File: src/rtl/i2s_tx_10xe_axi4_lite_regs_pkg.sv
// Shared definitions for the I2S TX control/status register file:
// the word address map, AXI response codes, FSM encodings and the control bundle.
package i2s_tx_10xe_regs_pkg;

   localparam logic [7:0] ADDR_VERSION  = 8'h00;
   localparam logic [7:0] ADDR_CONFIG   = 8'h04;
   localparam logic [7:0] ADDR_CTRL     = 8'h08;
   localparam logic [7:0] ADDR_IRQ_EN   = 8'h10;
   localparam logic [7:0] ADDR_IRQ_STS  = 8'h14;
   localparam logic [7:0] ADDR_SCLK_DIV = 8'h20;
   localparam logic [7:0] ADDR_CH_MUX   = 8'h30;

   localparam logic [1:0] RESP_OKAY   = 2'b00;
   localparam logic [1:0] RESP_SLVERR = 2'b10;

   typedef enum logic {W_IDLE, W_RESP} wr_state_e;
   typedef enum logic {R_IDLE, R_DATA} rd_state_e;

   typedef struct packed {
      logic       enable;
      logic       mute;
      logic [7:0] sclk_div;
      logic [2:0] ch_mux;
   } ctrl_regs_t;

endpackage

File: src/rtl/i2s_tx_10xe_axi4_lite_regs_if.sv
// AXI4-Lite control bus (8-bit address, 32-bit data, no strobes).
interface i2s_tx_10xe_axi4_lite_regs_if;
   logic        awvalid;
   logic        awready;
   logic [7:0]  awaddr;
   logic        wvalid;
   logic        wready;
   logic [31:0] wdata;
   logic        bvalid;
   logic        bready;
   logic [1:0]  bresp;
   logic        arvalid;
   logic        arready;
   logic [7:0]  araddr;
   logic        rvalid;
   logic        rready;
   logic [31:0] rdata;
   logic [1:0]  rresp;

   modport master (
      output awvalid, awaddr, wvalid, wdata, bready, arvalid, araddr, rready,
      input  awready, wready, bvalid, bresp, arready, rvalid, rdata, rresp
   );

   modport slave (
      input  awvalid, awaddr, wvalid, wdata, bready, arvalid, araddr, rready,
      output awready, wready, bvalid, bresp, arready, rvalid, rdata, rresp
   );
endinterface

File: src/rtl/i2s_tx_10xe_axi4_lite_regs.sv
// AXI4-Lite register file for the I2S transmitter: static control fields plus
// a sticky, maskable event interrupt.
//
// state  | meaning
// W_IDLE | waiting for AW and W together; both accepted on the same edge
// W_RESP | write done, bvalid held until bready
// R_IDLE | arready high, waiting for arvalid
// R_DATA | rdata/rresp captured, rvalid held until rready
module i2s_tx_10xe_axi4_lite_regs
   import i2s_tx_10xe_regs_pkg::*;
#(
   parameter logic [31:0] VERSION      = 32'h0001_0000,
   parameter int          DATA_WIDTH   = 24,
   parameter int          NUM_CH_PAIRS = 1
) (
   input  logic                       s_axi_ctrl_aclk,
   input  logic                       s_axi_ctrl_aresetn,
   i2s_tx_10xe_axi4_lite_regs_if.slave s_axi_ctrl,
   input  logic                       evt_underflow,
   input  logic                       evt_blk_done,
   output logic                       ctrl_enable,
   output logic                       ctrl_mute,
   output logic [7:0]                 sclk_div,
   output logic [2:0]                 ch_mux,
   output logic                       irq
);

   localparam logic [31:0] CONFIG_VAL = {21'd0, 3'(NUM_CH_PAIRS), 2'b00, 6'(DATA_WIDTH)};

   wr_state_e  wr_state, wr_state_nxt;
   rd_state_e  rd_state, rd_state_nxt;
   ctrl_regs_t ctrl_q;
   logic [1:0] irq_en_q, irq_sts_q, sts_clr;
   logic       irq_q;
   logic [1:0] bresp_q, rresp_q;
   logic [31:0] rdata_q, rd_val;
   logic       wr_hs, rd_hs, wr_ok, rd_ok;
   logic [7:0] wr_word, rd_word;
   logic       unused_bits;

   assign wr_word = {s_axi_ctrl.awaddr[7:2], 2'b00};
   assign rd_word = {s_axi_ctrl.araddr[7:2], 2'b00};
   assign unused_bits = ^{s_axi_ctrl.wdata[31:8], s_axi_ctrl.awaddr[1:0], s_axi_ctrl.araddr[1:0]};

   always_ff @(posedge s_axi_ctrl_aclk or negedge s_axi_ctrl_aresetn) begin
      if (!s_axi_ctrl_aresetn) begin
         wr_state <= W_IDLE;
         rd_state <= R_IDLE;
      end else begin
         wr_state <= wr_state_nxt;
         rd_state <= rd_state_nxt;
      end
   end

   // Ready terms are gated by reset so nothing handshakes while reset is held.
   always_comb begin
      wr_state_nxt = wr_state;
      wr_hs        = 1'b0;
      case (wr_state)
         W_IDLE: if (s_axi_ctrl.awvalid && s_axi_ctrl.wvalid && s_axi_ctrl_aresetn) begin
            wr_hs        = 1'b1;
            wr_state_nxt = W_RESP;
         end
         W_RESP: if (s_axi_ctrl.bready) wr_state_nxt = W_IDLE;
         default: wr_state_nxt = W_IDLE;
      endcase
   end

   always_comb begin
      rd_state_nxt = rd_state;
      rd_hs        = 1'b0;
      case (rd_state)
         R_IDLE: if (s_axi_ctrl.arvalid && s_axi_ctrl_aresetn) begin
            rd_hs        = 1'b1;
            rd_state_nxt = R_DATA;
         end
         R_DATA: if (s_axi_ctrl.rready) rd_state_nxt = R_IDLE;
         default: rd_state_nxt = R_IDLE;
      endcase
   end

   always_comb begin
      wr_ok = 1'b0;
      case (wr_word)
         ADDR_CTRL, ADDR_IRQ_EN, ADDR_IRQ_STS, ADDR_SCLK_DIV, ADDR_CH_MUX: wr_ok = 1'b1;
         default: wr_ok = 1'b0;
      endcase
   end

   always_comb begin
      rd_val = 32'd0;
      rd_ok  = 1'b1;
      case (rd_word)
         ADDR_VERSION:  rd_val = VERSION;
         ADDR_CONFIG:   rd_val = CONFIG_VAL;
         ADDR_CTRL:     rd_val = {30'd0, ctrl_q.mute, ctrl_q.enable};
         ADDR_IRQ_EN:   rd_val = {30'd0, irq_en_q};
         ADDR_IRQ_STS:  rd_val = {30'd0, irq_sts_q};
         ADDR_SCLK_DIV: rd_val = {24'd0, ctrl_q.sclk_div};
         ADDR_CH_MUX:   rd_val = {29'd0, ctrl_q.ch_mux};
         default:       rd_ok  = 1'b0;
      endcase
   end

   assign sts_clr = (wr_hs && wr_word == ADDR_IRQ_STS) ? s_axi_ctrl.wdata[1:0] : 2'b00;

   always_ff @(posedge s_axi_ctrl_aclk or negedge s_axi_ctrl_aresetn) begin
      if (!s_axi_ctrl_aresetn) begin
         ctrl_q    <= '0;
         irq_en_q  <= 2'b00;
         irq_sts_q <= 2'b00;
         irq_q     <= 1'b0;
         bresp_q   <= RESP_OKAY;
         rresp_q   <= RESP_OKAY;
         rdata_q   <= 32'd0;
      end else begin
         if (wr_hs) begin
            bresp_q <= wr_ok ? RESP_OKAY : RESP_SLVERR;
            case (wr_word)
               ADDR_CTRL: begin
                  ctrl_q.enable <= s_axi_ctrl.wdata[0];
                  ctrl_q.mute   <= s_axi_ctrl.wdata[1];
               end
               ADDR_IRQ_EN:   irq_en_q        <= s_axi_ctrl.wdata[1:0];
               ADDR_SCLK_DIV: ctrl_q.sclk_div <= s_axi_ctrl.wdata[7:0];
               ADDR_CH_MUX:   ctrl_q.ch_mux   <= s_axi_ctrl.wdata[2:0];
               default: ;
            endcase
         end
         // Reads sample the pre-write register values on a shared edge.
         if (rd_hs) begin
            rdata_q <= rd_val;
            rresp_q <= rd_ok ? RESP_OKAY : RESP_SLVERR;
         end
         irq_sts_q <= (irq_sts_q & ~sts_clr) | {evt_blk_done, evt_underflow};
         irq_q     <= |(irq_sts_q & irq_en_q);
      end
   end

   assign s_axi_ctrl.awready = wr_hs;
   assign s_axi_ctrl.wready  = wr_hs;
   assign s_axi_ctrl.bvalid  = (wr_state == W_RESP);
   assign s_axi_ctrl.bresp   = bresp_q;
   assign s_axi_ctrl.arready = (rd_state == R_IDLE) && s_axi_ctrl_aresetn;
   assign s_axi_ctrl.rvalid  = (rd_state == R_DATA);
   assign s_axi_ctrl.rdata   = rdata_q;
   assign s_axi_ctrl.rresp   = rresp_q;

   assign ctrl_enable = ctrl_q.enable;
   assign ctrl_mute   = ctrl_q.mute;
   assign sclk_div    = ctrl_q.sclk_div;
   assign ch_mux      = ctrl_q.ch_mux;
   assign irq         = irq_q;

endmodule

File: src/flat_wrapper.sv
// flat-port wrapper written by rule: the top's interface ports become plain ports
module i2s_tx_10xe_axi4_lite_regs_flat import i2s_tx_10xe_regs_pkg::*;
#(
   parameter logic [31:0] VERSION      = 32'h0001_0000,
   parameter int          DATA_WIDTH   = 24,
   parameter int          NUM_CH_PAIRS = 1
)
  (s_axi_ctrl_aclk, s_axi_ctrl_aresetn, evt_underflow, evt_blk_done, ctrl_enable, ctrl_mute, sclk_div, ch_mux, irq, s_axi_ctrl_awvalid, s_axi_ctrl_awaddr, s_axi_ctrl_wvalid, s_axi_ctrl_wdata, s_axi_ctrl_bready, s_axi_ctrl_arvalid, s_axi_ctrl_araddr, s_axi_ctrl_rready, s_axi_ctrl_awready, s_axi_ctrl_wready, s_axi_ctrl_bvalid, s_axi_ctrl_bresp, s_axi_ctrl_arready, s_axi_ctrl_rvalid, s_axi_ctrl_rdata, s_axi_ctrl_rresp);
  i2s_tx_10xe_axi4_lite_regs_if s_axi_ctrl_i ();
  input  logic s_axi_ctrl_aclk;
  input  logic s_axi_ctrl_aresetn;
  input  logic evt_underflow;
  input  logic evt_blk_done;
  output logic ctrl_enable;
  output logic ctrl_mute;
  output logic [7:0] sclk_div;
  output logic [2:0] ch_mux;
  output logic irq;
  input wire logic [$bits(s_axi_ctrl_i.awvalid)-1:0] s_axi_ctrl_awvalid;
  input wire logic [$bits(s_axi_ctrl_i.awaddr)-1:0] s_axi_ctrl_awaddr;
  input wire logic [$bits(s_axi_ctrl_i.wvalid)-1:0] s_axi_ctrl_wvalid;
  input wire logic [$bits(s_axi_ctrl_i.wdata)-1:0] s_axi_ctrl_wdata;
  input wire logic [$bits(s_axi_ctrl_i.bready)-1:0] s_axi_ctrl_bready;
  input wire logic [$bits(s_axi_ctrl_i.arvalid)-1:0] s_axi_ctrl_arvalid;
  input wire logic [$bits(s_axi_ctrl_i.araddr)-1:0] s_axi_ctrl_araddr;
  input wire logic [$bits(s_axi_ctrl_i.rready)-1:0] s_axi_ctrl_rready;
  output wire logic [$bits(s_axi_ctrl_i.awready)-1:0] s_axi_ctrl_awready;
  output wire logic [$bits(s_axi_ctrl_i.wready)-1:0] s_axi_ctrl_wready;
  output wire logic [$bits(s_axi_ctrl_i.bvalid)-1:0] s_axi_ctrl_bvalid;
  output wire logic [$bits(s_axi_ctrl_i.bresp)-1:0] s_axi_ctrl_bresp;
  output wire logic [$bits(s_axi_ctrl_i.arready)-1:0] s_axi_ctrl_arready;
  output wire logic [$bits(s_axi_ctrl_i.rvalid)-1:0] s_axi_ctrl_rvalid;
  output wire logic [$bits(s_axi_ctrl_i.rdata)-1:0] s_axi_ctrl_rdata;
  output wire logic [$bits(s_axi_ctrl_i.rresp)-1:0] s_axi_ctrl_rresp;
  assign s_axi_ctrl_i.awvalid = s_axi_ctrl_awvalid;
  assign s_axi_ctrl_i.awaddr = s_axi_ctrl_awaddr;
  assign s_axi_ctrl_i.wvalid = s_axi_ctrl_wvalid;
  assign s_axi_ctrl_i.wdata = s_axi_ctrl_wdata;
  assign s_axi_ctrl_i.bready = s_axi_ctrl_bready;
  assign s_axi_ctrl_i.arvalid = s_axi_ctrl_arvalid;
  assign s_axi_ctrl_i.araddr = s_axi_ctrl_araddr;
  assign s_axi_ctrl_i.rready = s_axi_ctrl_rready;
  assign s_axi_ctrl_awready = s_axi_ctrl_i.awready;
  assign s_axi_ctrl_wready = s_axi_ctrl_i.wready;
  assign s_axi_ctrl_bvalid = s_axi_ctrl_i.bvalid;
  assign s_axi_ctrl_bresp = s_axi_ctrl_i.bresp;
  assign s_axi_ctrl_arready = s_axi_ctrl_i.arready;
  assign s_axi_ctrl_rvalid = s_axi_ctrl_i.rvalid;
  assign s_axi_ctrl_rdata = s_axi_ctrl_i.rdata;
  assign s_axi_ctrl_rresp = s_axi_ctrl_i.rresp;
  i2s_tx_10xe_axi4_lite_regs #(.VERSION(VERSION), .DATA_WIDTH(DATA_WIDTH), .NUM_CH_PAIRS(NUM_CH_PAIRS)) u_core (.s_axi_ctrl_aclk(s_axi_ctrl_aclk), .s_axi_ctrl_aresetn(s_axi_ctrl_aresetn), .s_axi_ctrl(s_axi_ctrl_i), .evt_underflow(evt_underflow), .evt_blk_done(evt_blk_done), .ctrl_enable(ctrl_enable), .ctrl_mute(ctrl_mute), .sclk_div(sclk_div), .ch_mux(ch_mux), .irq(irq));
endmodule
File: config.mk
export PLATFORM = sky130hd
export DESIGN_NAME = i2s_tx_10xe_axi4_lite_regs_flat
export DESIGN_NICKNAME = d
export VERILOG_FILES = /design/src/rtl/i2s_tx_10xe_axi4_lite_regs_pkg.sv /design/src/rtl/i2s_tx_10xe_axi4_lite_regs_if.sv /design/src/rtl/i2s_tx_10xe_axi4_lite_regs.sv /design/src/flat_wrapper.sv
export SDC_FILE = /design/constraint.sdc
export NUM_CORES = 1
export LEC_CHECK = 0
export CAP_MARGIN = 10
export CORE_AREA = 2 2 58 101
export DETAILED_ROUTE_END_ITERATION = 7
export DIE_AREA = 0 0 60 103
export PLACE_DENSITY = 0.77
export SYNTH_ARGS = -nofsm -noshare
export SYNTH_HDL_FRONTEND = slang
export SYNTH_SLANG_ARGS = --single-unit
File: constraint.sdc
create_clock -name s_axi_ctrl_aclk -period 1.6 [get_ports s_axi_ctrl_aclk]
set_input_delay 0.48 -clock s_axi_ctrl_aclk [delete_from_list [all_inputs] [get_ports s_axi_ctrl_aclk]]
set_output_delay 0.48 -clock s_axi_ctrl_aclk [all_outputs]
set_load 0.02 [all_outputs]
# Word level (Yosys, flattened, before mapping)
# Cells that the tools add are included.
# totals
word_cells,56
reg_bits,56
inputBits,57
output_inout_bits,55
memories,0
ram_bits,0
latch_bits,0
romBits,0
# classes
bitwise_logic,6
mul,0
n_eq_ne,11
div_mod_pow,0
magnitude_cmp,0
addsub,0
n_mux,14
shifts,0
reduce_logical,13
# op_table
operator,count
one-hot mux 17 bit (7 select lines),1
equality test 6 x 3 -> 1 bit (second input constant),4
equality test 6 x 4 -> 1 bit (second input constant),4
equality test 6 x 2 -> 1 bit (second input constant),2
logical NOT 8 bit,1
two-way mux 1 bit,8
AND reduction 2 bit,4
OR reduction 7 bit,1
equality test 6 x 1 -> 1 bit (second input constant),1
two-way mux 2 bit,3
logical AND 1 bit,5
OR reduction 5 bit,1
AND 2 bit,2
one-hot mux 1 bit (2 select lines),2
inverter 1 bit,2
inverter 2 bit,1
bitwise OR 2 bit,1
OR reduction 2 bit,1

# Longest topological paths before layout
# Gate-level depths: netlist of run 1.
# depth
depth_word,9
depth_mapped,5
depth_no_buf,4

# Worst setup path before layout of run 1
# OpenSTA, ideal clock, no wires.
# synth_path
path_kind,reg2reg
from,"register u_core.wr_state, in the netlist u_core.s_axi_ctrl.bvalid"
to,register u_core.sclk_div[0] (netlist name)
required_time_ns,1.475
arrival_time_ns,1.509
stages_incl_launch_ff,6
n_path_buf,1
slack_ns,-0.034
setup_ns,0.125
synth_period_minus_slack_ns,1.634
path_cell_list,dfrtp_1 nand4b_4 nor4_4 and3_1 buf_6 mux2_2
# synth_between
elab_chain_cells,2
# synth_lines
item,line_no,text
start: declaration,i2s_tx_10xe_axi4_lite_regs.sv:30,"wr_state_e wr_state, wr_state_nxt;"
start signal: assignment,i2s_tx_10xe_axi4_lite_regs.sv:50,wr_state <= wr_state_nxt;
two-way mux 1 bit,i2s_tx_10xe_axi4_lite_regs.sv:59,case (wr_state)
AND reduction 2 bit (no line),--,
# Every way passes these cells.
# A chain may end at the register's enable or synchronous reset.

# Worst setup path after layout of run 1
# layout_path
from,"register u_core.wr_state, in the netlist u_core.s_axi_ctrl.bvalid"
to,register u_core.sclk_div[6] (netlist name)
# layout_between
elab_chain_cells,2
# layout_lines
item,line_no
two-way mux 1 bit,i2s_tx_10xe_axi4_lite_regs.sv:59
AND reduction 2 bit (no line),--
# Every way passes these cells.

==> metrics.txt, run 1 <==
# TYPE chip_impl_metric gauge
chip_impl_metric{name="synthesis.area",unit="µm²"} 1670
chip_impl_metric{name="antenna_cells_inserted",unit=""} 0
chip_impl_metric{name="finish.instance_area",unit="µm²"} 2560
chip_impl_metric{name="utilization",unit=""} 0.470
chip_impl_metric{name="syn-instance-count",unit=""} 140
chip_impl_metric{name="power.sequential.fraction",unit=""} 0.453
chip_impl_metric{name="design_power_total",unit="mW"} 1.90
chip_impl_info{name="cts_tree",value="built"} 1
chip_impl_metric{name="place_worst_setup_slack",unit="ns"} -0.794
chip_impl_metric{name="synthesis.area_per_instance",unit="µm²"} 11.9
chip_impl_metric{name="drtPass1Iterations",unit=""} 4
chip_impl_metric{name="pwr-share-clk",unit=""} 0.348
chip_impl_metric{name="area_growth",unit="%"} 53.5
chip_impl_metric{name="setup_violations",unit=""} 15
chip_impl_metric{name="grt_pass1_wl",unit="mm"} 6.19
chip_impl_info{name="unrepaired_setup_endpoints_after_global_routing",value="true"} 1
chip_impl_metric{name="wl",unit="mm"} 4.13
chip_impl_metric{name="final-instance-count-excl-fill",unit=""} 302
chip_impl_metric{name="dp.cells",unit=""} 290
chip_impl_metric{name="placedInstanceArea",unit="µm²"} 2370
chip_impl_metric{name="post_synthesis_sequential_area_ratio",unit=""} 0.479
chip_impl_metric{name="critical_path.max_fanout",unit=""} 8
chip_impl_metric{name="async_reset_ff_frac",unit=""} 1.00
chip_impl_metric{name="cts_num_sinks",unit=""} 32
chip_impl_metric{name="yosysUniqueCellTypes",unit=""} 36
chip_impl_metric{name="track_usage",unit=""} 0.138
chip_impl_metric{name="worst_skew_pair.late_latency",unit="ns"} 0.28
chip_impl_metric{name="cts.clk_slew.worst_paths",unit="ns"} 0.07
chip_impl_metric{name="combinationalPowerShare",unit=""} 0.199
chip_impl_info{name="synthFlopType",value="sky130_fd_sc_hd__dfrtp_1"} 1
chip_impl_metric{name="timing.final.crit_share",unit=""} 1.07
chip_impl_metric{name="drive_gt1_frac",unit=""} 0.319
chip_impl_metric{name="globalplace.congestion",unit=""} 0.736
chip_impl_metric{name="grt_antenna_before_repair",unit=""} 0
chip_impl_metric{name="drt-wirelength-per-cell",unit="µm"} 13.7
chip_impl_info{name="root_buffer",value="sky130_fd_sc_hd__clkbuf_8"} 1
chip_impl_metric{name="critical_path_required",unit="ns"} 1.76
chip_impl_info{name="setup.worst_path.start_class",value="flip-flop"} 1
chip_impl_metric{name="placementRows",unit=""} 36
chip_impl_metric{name="port-buffer-count",unit=""} 59
chip_impl_metric{name="dieHeight",unit="µm"} 103
chip_impl_metric{name="fin_nets",unit=""} 283
chip_impl_metric{name="max_h_tree_level",unit=""} 2
chip_impl_metric{name="dpl.hpwl",unit="mm"} 3.22
chip_impl_metric{name="synth-warning-count",unit=""} 0
chip_impl_metric{name="start_util",unit=""} 0.306
chip_impl_metric{name="coreArea",unit="µm²"} 5450
chip_impl_info{name="critical_path.endpoint_type",value="flip-flop"} 1
chip_impl_metric{name="number_of_global_route_vias_before_repair",unit=""} 1334
chip_impl_info{name="hp-class",value="primary input to asynchronous set/reset pin"} 1
chip_impl_metric{name="drc_errors",unit=""} 0
chip_impl_metric{name="final.setup.worst_slack",unit="ns"} -0.114
chip_impl_metric{name="vias_per_cell",unit=""} 4.48
chip_impl_metric{name="cts_made_buffers",unit=""} 5
chip_impl_metric{name="clock_period_minus_final_worst_setup_slack",unit="ns"} 1.71
chip_impl_metric{name="power.density_cell_area",unit="nW/µm²"} 741
chip_impl_metric{name="postSynthRegisterBits",unit=""} 32
chip_impl_metric{name="power_switching",unit="mW"} 0.508
chip_impl_metric{name="maxSlewViolCount",unit=""} 0
chip_impl_metric{name="critical_path_arrival",unit="ns"} 1.88
chip_impl_metric{name="ioPinCount",unit=""} 112
chip_impl_metric{name="total_congestion_overflow_after_global_routing",unit=""} 0
chip_impl_metric{name="leakage_dissipation",unit="nW"} 1.36
chip_impl_metric{name="irDropWorstVdd",unit="mV"} 0.287
chip_impl_metric{name="antenna_violating_nets_post_route",unit=""} 0
chip_impl_metric{name="chipWidth",unit="µm"} 60
chip_impl_info{name="violated_checks",value="setup timing"} 1
chip_impl_metric{name="number_of_flops_mapped_to_enable_cells_by_yosys",unit=""} 0
chip_impl_metric{name="max_freq",unit="MHz"} 583
chip_impl_metric{name="max_capacitance_violation_total",unit=""} 0
chip_impl_metric{name="final.hold.worst_slack",unit="ns"} 0.264
chip_impl_metric{name="skew",unit="ns"} 0.00522
chip_impl_metric{name="die-area",unit="µm²"} 6180
chip_impl_metric{name="swShare",unit=""} 0.268
chip_impl_metric{name="tns",unit="ns"} -1.48
chip_impl_metric{name="num_vias",unit=""} 1353
chip_impl_info{name="outcome",value="finished with violations"} 1
chip_impl_info{name="timing.setup.critical_path_class",value="flip-flop to flip-flop"} 1
chip_impl_info{name="mostFrequentLayoutCell",value="sky130_fd_sc_hd__dlygate4sd2_1"} 1
chip_impl_metric{name="detailedRoute.firstIterationViolations",unit=""} 24
chip_impl_info{name="layout.cells.most_common_list",value="33 x sky130_fd_sc_hd__dlygate4sd2_1, 31 x sky130_fd_sc_hd__dfrtp_1, 25 x sky130_fd_sc_hd__buf_4, 24 x sky130_fd_sc_hd__conb_1, 13 x sky130_fd_sc_hd__clkdlybuf4s50_1"} 1
chip_impl_metric{name="internal_power",unit="mW"} 1.39
chip_impl_metric{name="hold_viol_final",unit=""} 0
chip_impl_metric{name="pin_count_of_the_biggest_net_entering_global_routing",unit=""} 19
chip_impl_metric{name="clock_tree.buffer_depth",unit=""} 2
==> layer usage <==
layer / part of all wire / up-vias / global-route usage
met5: 0 / - / 0
met4: 0.026 / 0 / 0.0667
met3: 0.051 / 10 / 0.0389
met2: 0.60 / 61 / 0.256
met1: 0.33 / 654 / 0.134
li1: - / 628 / -
==> flip-flops by register name, summed over array words and instances, names as in the netlist <==
signal	count
u_core.ch_mux	3
u_core.s_axi_ctrl.bresp	1
u_core.s_axi_ctrl.rdata	10
u_core.irq_en_q	2
u_core.s_axi_ctrl.rvalid	1
u_core.s_axi_ctrl.rresp	1
u_core.ctrl_enable	1
u_core.irq_sts_q	2
u_core.s_axi_ctrl.bvalid	1
u_core.ctrl_mute	1
u_core.sclk_div	8
u_core.irq	1
==> what timing repair did <==
action / in CTS / in global routing
setup endpoints to repair: 61 / 29
buffers inserted: 4 / 2
hold buffers: 0 / 0
pin swaps: 5 / 6
gates resized for setup: 72 / 21
cloned: 0 / 0
==> cell usage after synthesis, types with 2 or more instances <==
cell | count | area share
sky130_fd_sc_hd__buf_6 | 4 | 0.027
sky130_fd_sc_hd__a221o_1 | 2 | 0.012
sky130_fd_sc_hd__a21o_1 | 3 | 0.013
sky130_fd_sc_hd__nor3_1 | 2 | 0.0060
sky130_fd_sc_hd__o21ai_1 | 2 | 0.0060
sky130_fd_sc_hd__o21ai_0 | 2 | 0.0060
sky130_fd_sc_hd__nand2_1 | 6 | 0.013
sky130_fd_sc_hd__a221oi_1 | 3 | 0.016
sky130_fd_sc_hd__nor2_1 | 5 | 0.011
sky130_fd_sc_hd__buf_4 | 25 | 0.11
sky130_fd_sc_hd__mux2i_1 | 3 | 0.018
sky130_fd_sc_hd__dfrtp_1 | 32 | 0.48
sky130_fd_sc_hd__a21oi_1 | 3 | 0.0090
sky130_fd_sc_hd__inv_1 | 5 | 0.011
sky130_fd_sc_hd__and3_1 | 4 | 0.015
sky130_fd_sc_hd__a211oi_1 | 2 | 0.0090
sky130_fd_sc_hd__mux2_2 | 15 | 0.10
sky130_fd_sc_hd__a22o_1 | 4 | 0.021
==> final timing paths <==
| check | from | end | slack, ns | cells past startpoint |
|---|---|---|---|---|
| worst max-delay path | u_core.s_axi_ctrl.bvalid | u_core.sclk_div[6] | -0.11 | 5 |
| worst min-delay path | s_axi_ctrl_aresetn | u_core.s_axi_ctrl.rdata[1] | 0.26 | 3 |
| worst max register to register | u_core.s_axi_ctrl.bvalid | u_core.sclk_div[6] | -0.11 | 5 |
| worst min register to register | u_core.s_axi_ctrl.rdata[8] | u_core.s_axi_ctrl.rdata[8] | 0.47 | 1 |
| max in group asynchronous | s_axi_ctrl_aresetn | u_core.s_axi_ctrl.bvalid | 1.01 | 4 |
| min in group s_axi_ctrl_aclk | u_core.s_axi_ctrl.rdata[8] | u_core.s_axi_ctrl.rdata[8] | 0.47 | 1 |
==> logic make-up after synthesis <==
family          after synthesis  share of synthesized area
mux                          18                      0.119
flops                        32                      0.479
simple gates                 29                      0.132
compound gates               25                      0.112
xor+xnor                      1                    0.00524
buf+inv                      34                      0.151
other cells                   1                    0.00225
==> area by class of cell <==
cell class,count,area (µm²)
Tap cell,76,95.1
Sequential cell,32,802
Timing Repair Buffer,85,743
Multi-Input combinational cell,97,808
Inverter,5,18.8
Clock buffer,7,96.3
Fill cell,521,2890
==> power groups by stage <==
stage	registers, mW	logic (mW)	clock network, mW
detailed placement	0.876	0.380	0
floorplan	0.907	0.178	0
global placement	0.875	0.377	0
global route	0.865	0.408	0.707
finish	0.861	0.378	0.660
CTS	0.860	0.366	0.678
==> critical path: stages (launching register included) <==
cell and delay, ns:
sky130_fd_sc_hd__dfrtp_2 0.41, sky130_fd_sc_hd__nand4b_4 0.18, sky130_fd_sc_hd__buf_6 0.14, sky130_fd_sc_hd__nor4_4 0.21, sky130_fd_sc_hd__and3_4 0.35, sky130_fd_sc_hd__mux2_4 0.31
Power figures use the tool's default switching activity.
==> run 2: changes to the inputs <==
--- a/config.mk
+++ b/config.mk
@@ -5,10 +5,12 @@
 export SDC_FILE = /design/constraint.sdc
 export NUM_CORES = 1
 export LEC_CHECK = 0
+export ABC_CLOCK_PERIOD_IN_PS = 1600
 export CAP_MARGIN = 10
 export CORE_AREA = 2 2 58 101
 export DETAILED_ROUTE_END_ITERATION = 7
 export DIE_AREA = 0 0 60 103
+export MAX_ROUTING_LAYER = met4
 export PLACE_DENSITY = 0.77
 export SYNTH_ARGS = -nofsm -noshare
 export SYNTH_HDL_FRONTEND = slang
==> metrics.txt, run 2 (synthesis gave the netlist of run 1 again) <==
# TYPE chip_impl_metric gauge
chip_impl_metric{name="irDropWorstVdd",unit="mV"} 0.287
chip_impl_metric{name="design_power_total",unit="mW"} 1.90
chip_impl_info{name="critical_path.endpoint_type",value="flip-flop"} 1
chip_impl_info{name="setup.worst_path.start_class",value="flip-flop"} 1
chip_impl_metric{name="multi_input_comb_area",unit="µm²"} 808
chip_impl_info{name="mostFrequentLayoutCell",value="sky130_fd_sc_hd__dlygate4sd2_1"} 1
chip_impl_metric{name="power.density_cell_area",unit="nW/µm²"} 741
chip_impl_metric{name="dpl.hpwl",unit="mm"} 3.22
chip_impl_info{name="reg2reg_to",value="u_core.sclk_div[6]"} 1
chip_impl_info{name="crit_path_start",value="u_core.s_axi_ctrl.bvalid"} 1
chip_impl_metric{name="antenna_cells_inserted",unit=""} 0
chip_impl_metric{name="fillCellCount",unit=""} 521
chip_impl_metric{name="area_growth",unit="%"} 53.5
chip_impl_metric{name="fin_nets",unit=""} 283
chip_impl_metric{name="num_vias",unit=""} 1347
chip_impl_info{name="timing.setup.critical_path_class",value="flip-flop to flip-flop"} 1
chip_impl_metric{name="drc_errors",unit=""} 0
chip_impl_metric{name="grt_pass1_wl",unit="mm"} 6.19
chip_impl_metric{name="grt_antenna_before_repair",unit=""} 0
chip_impl_metric{name="timing.reg2reg.worst_path_depth",unit=""} 5
chip_impl_metric{name="placementRows",unit=""} 36
chip_impl_metric{name="worst_skew_pair.late_latency",unit="ns"} 0.28
chip_impl_metric{name="ioPinCount",unit=""} 112
chip_impl_metric{name="setup_violations",unit=""} 15
chip_impl_metric{name="track_usage",unit=""} 0.142
chip_impl_metric{name="hold_viol_final",unit=""} 0
chip_impl_metric{name="cts_made_buffers",unit=""} 5
chip_impl_metric{name="dp.cells",unit=""} 290
chip_impl_metric{name="globalplace.congestion",unit=""} 0.746
chip_impl_metric{name="regToRegSetupSlack",unit="ns"} -0.12
chip_impl_metric{name="number_of_global_route_vias_before_repair",unit=""} 1334
chip_impl_metric{name="drive_gt1_frac",unit=""} 0.319
chip_impl_metric{name="largest_register_ffs",unit=""} 10
chip_impl_metric{name="detailedRoute.firstIterationViolations",unit=""} 22
chip_impl_metric{name="max_capacitance_violation_total",unit=""} 0
chip_impl_metric{name="wl",unit="mm"} 4.14
chip_impl_metric{name="leakage_dissipation",unit="nW"} 1.36
chip_impl_info{name="reg2reg_start",value="u_core.s_axi_ctrl.bvalid"} 1
chip_impl_metric{name="vias_per_cell",unit=""} 4.46
chip_impl_info{name="layout.cells.most_common_list",value="33 x sky130_fd_sc_hd__dlygate4sd2_1, 31 x sky130_fd_sc_hd__dfrtp_1, 25 x sky130_fd_sc_hd__buf_4, 24 x sky130_fd_sc_hd__conb_1, 13 x sky130_fd_sc_hd__clkdlybuf4s50_1"} 1
chip_impl_metric{name="coreArea",unit="µm²"} 5450
chip_impl_metric{name="pin_count_of_the_biggest_net_entering_global_routing",unit=""} 19
chip_impl_metric{name="clock_period_minus_final_worst_setup_slack",unit="ns"} 1.72
chip_impl_info{name="hp-class",value="primary input to asynchronous set/reset pin"} 1
chip_impl_metric{name="critical_path_required",unit="ns"} 1.76
chip_impl_info{name="unrepaired_setup_endpoints_after_global_routing",value="true"} 1
chip_impl_metric{name="max_freq",unit="MHz"} 583
chip_impl_metric{name="antenna_violating_nets_post_route",unit=""} 0
chip_impl_info{name="outcome",value="finished with violations"} 1
chip_impl_metric{name="maxSlewViolCount",unit=""} 0
chip_impl_metric{name="final-instance-count-excl-fill",unit=""} 302
chip_impl_metric{name="total_congestion_overflow_after_global_routing",unit=""} 0
chip_impl_metric{name="cts_num_sinks",unit=""} 32
chip_impl_metric{name="timing.final.crit_share",unit=""} 1.07
chip_impl_metric{name="utilization",unit=""} 0.470
chip_impl_metric{name="critical_path_arrival",unit="ns"} 1.88
chip_impl_metric{name="max_h_tree_level",unit=""} 2
chip_impl_metric{name="critical_path.max_fanout",unit=""} 8
chip_impl_info{name="violated_checks",value="setup timing"} 1
chip_impl_info{name="cts_tree",value="built"} 1
chip_impl_metric{name="drt-wirelength-per-cell",unit="µm"} 13.7
chip_impl_metric{name="drtPass1Iterations",unit=""} 4
chip_impl_metric{name="start_util",unit=""} 0.306
chip_impl_metric{name="cts.clk_slew.worst_paths",unit="ns"} 0.07
chip_impl_metric{name="clock_tree.buffer_depth",unit=""} 2
chip_impl_metric{name="chipWidth",unit="µm"} 60
chip_impl_metric{name="dieHeight",unit="µm"} 103
chip_impl_metric{name="final.setup.worst_slack",unit="ns"} -0.115
chip_impl_metric{name="skew",unit="ns"} 0.00522
chip_impl_metric{name="die-area",unit="µm²"} 6180
chip_impl_info{name="root_buffer",value="sky130_fd_sc_hd__clkbuf_8"} 1
chip_impl_metric{name="place_worst_setup_slack",unit="ns"} -0.794
chip_impl_metric{name="final-seq-area",unit="µm²"} 802
chip_impl_metric{name="port-buffer-count",unit=""} 59
-- run 2: cell counts in the layout (fill, tap and decap cells not counted) --
No cell type changed its count.
-- run 2: metal layers --
layer | GRT usage | share of wire
met5 | - | 0
met4 | 0.0667 | 0.024
met3 | 0.0339 | 0.043
met1 | 0.137 | 0.34
met2 | 0.256 | 0.60
-- run 2: area by class of cell --
cell class,instances,area share
flip-flops and latches,32,0.313
multi-input cells,97,0.315
clock buffers,7,0.0376
inverters,5,0.00732
repair buffers,85,0.290
well taps,76,0.0371
-- run 2: report_power, final --
group	total, mW	switching [mW]	leakage [nW]	internal, mW
combinational	0.378	0.209	0.891	0.169
clock	0.661	0.279	0.0503	0.383
sequential	0.861	0.0214	0.421	0.840
-- run 2: through the flow --
stage / TNS [ns] / instance area (µm²) / hold WS (ns)
after floorplan: -0.0805 / 1760 / 0.184
after CTS: -2.47 / 2500 / 0.271
final: -1.49 / 2560 / 0.263
after global placement: -20.15 / 2370 / 0.463
after detailed placement: -20.95 / 2370 / 0.465
after global routing: -2.49 / 2560 / 0.279
-- run 2: worst max-delay path, cell delays in order, from the launching register on --
cell                       delay [ns]
sky130_fd_sc_hd__dfrtp_2         0.41
sky130_fd_sc_hd__nand4b_4        0.18
sky130_fd_sc_hd__buf_6           0.14
sky130_fd_sc_hd__nor4_4          0.21
sky130_fd_sc_hd__and3_4          0.35
sky130_fd_sc_hd__mux2_4          0.31
-- run 2: worst max path at each step --
stage / end / slack [ns] / cells past startpoint
after floorplan: u_core.sclk_div[0] / -0.01 / 5
after global placement: s_axi_ctrl_awready / -0.76 / 5
after detailed placement: u_core.sclk_div[6] / -0.79 / 8
after CTS: u_core.sclk_div[6] / -0.18 / 6
after global routing: u_core.sclk_div[3] / -0.18 / 5
final: u_core.sclk_div[6] / -0.12 / 5
-- run 2: timing repair --
item	4_1_cts	5_1_grt
endpoints found under the setup margin	61	29
pin swaps	5	6
gates resized for setup	72	21
buffers inserted	4	2
hold buffers	0	0
==> run 3: changes to the inputs <==
--- a/config.mk
+++ b/config.mk
@@ -10,7 +10,7 @@
 export CORE_AREA = 2 2 58 101
 export DETAILED_ROUTE_END_ITERATION = 7
 export DIE_AREA = 0 0 60 103
-export MAX_ROUTING_LAYER = met4
+export HOLD_SLACK_MARGIN = 0.1
 export PLACE_DENSITY = 0.77
 export SYNTH_ARGS = -nofsm -noshare
 export SYNTH_HDL_FRONTEND = slang
==> results of run 3 <==
No change in the layout: final DEF, timing and power equal those of run 1.
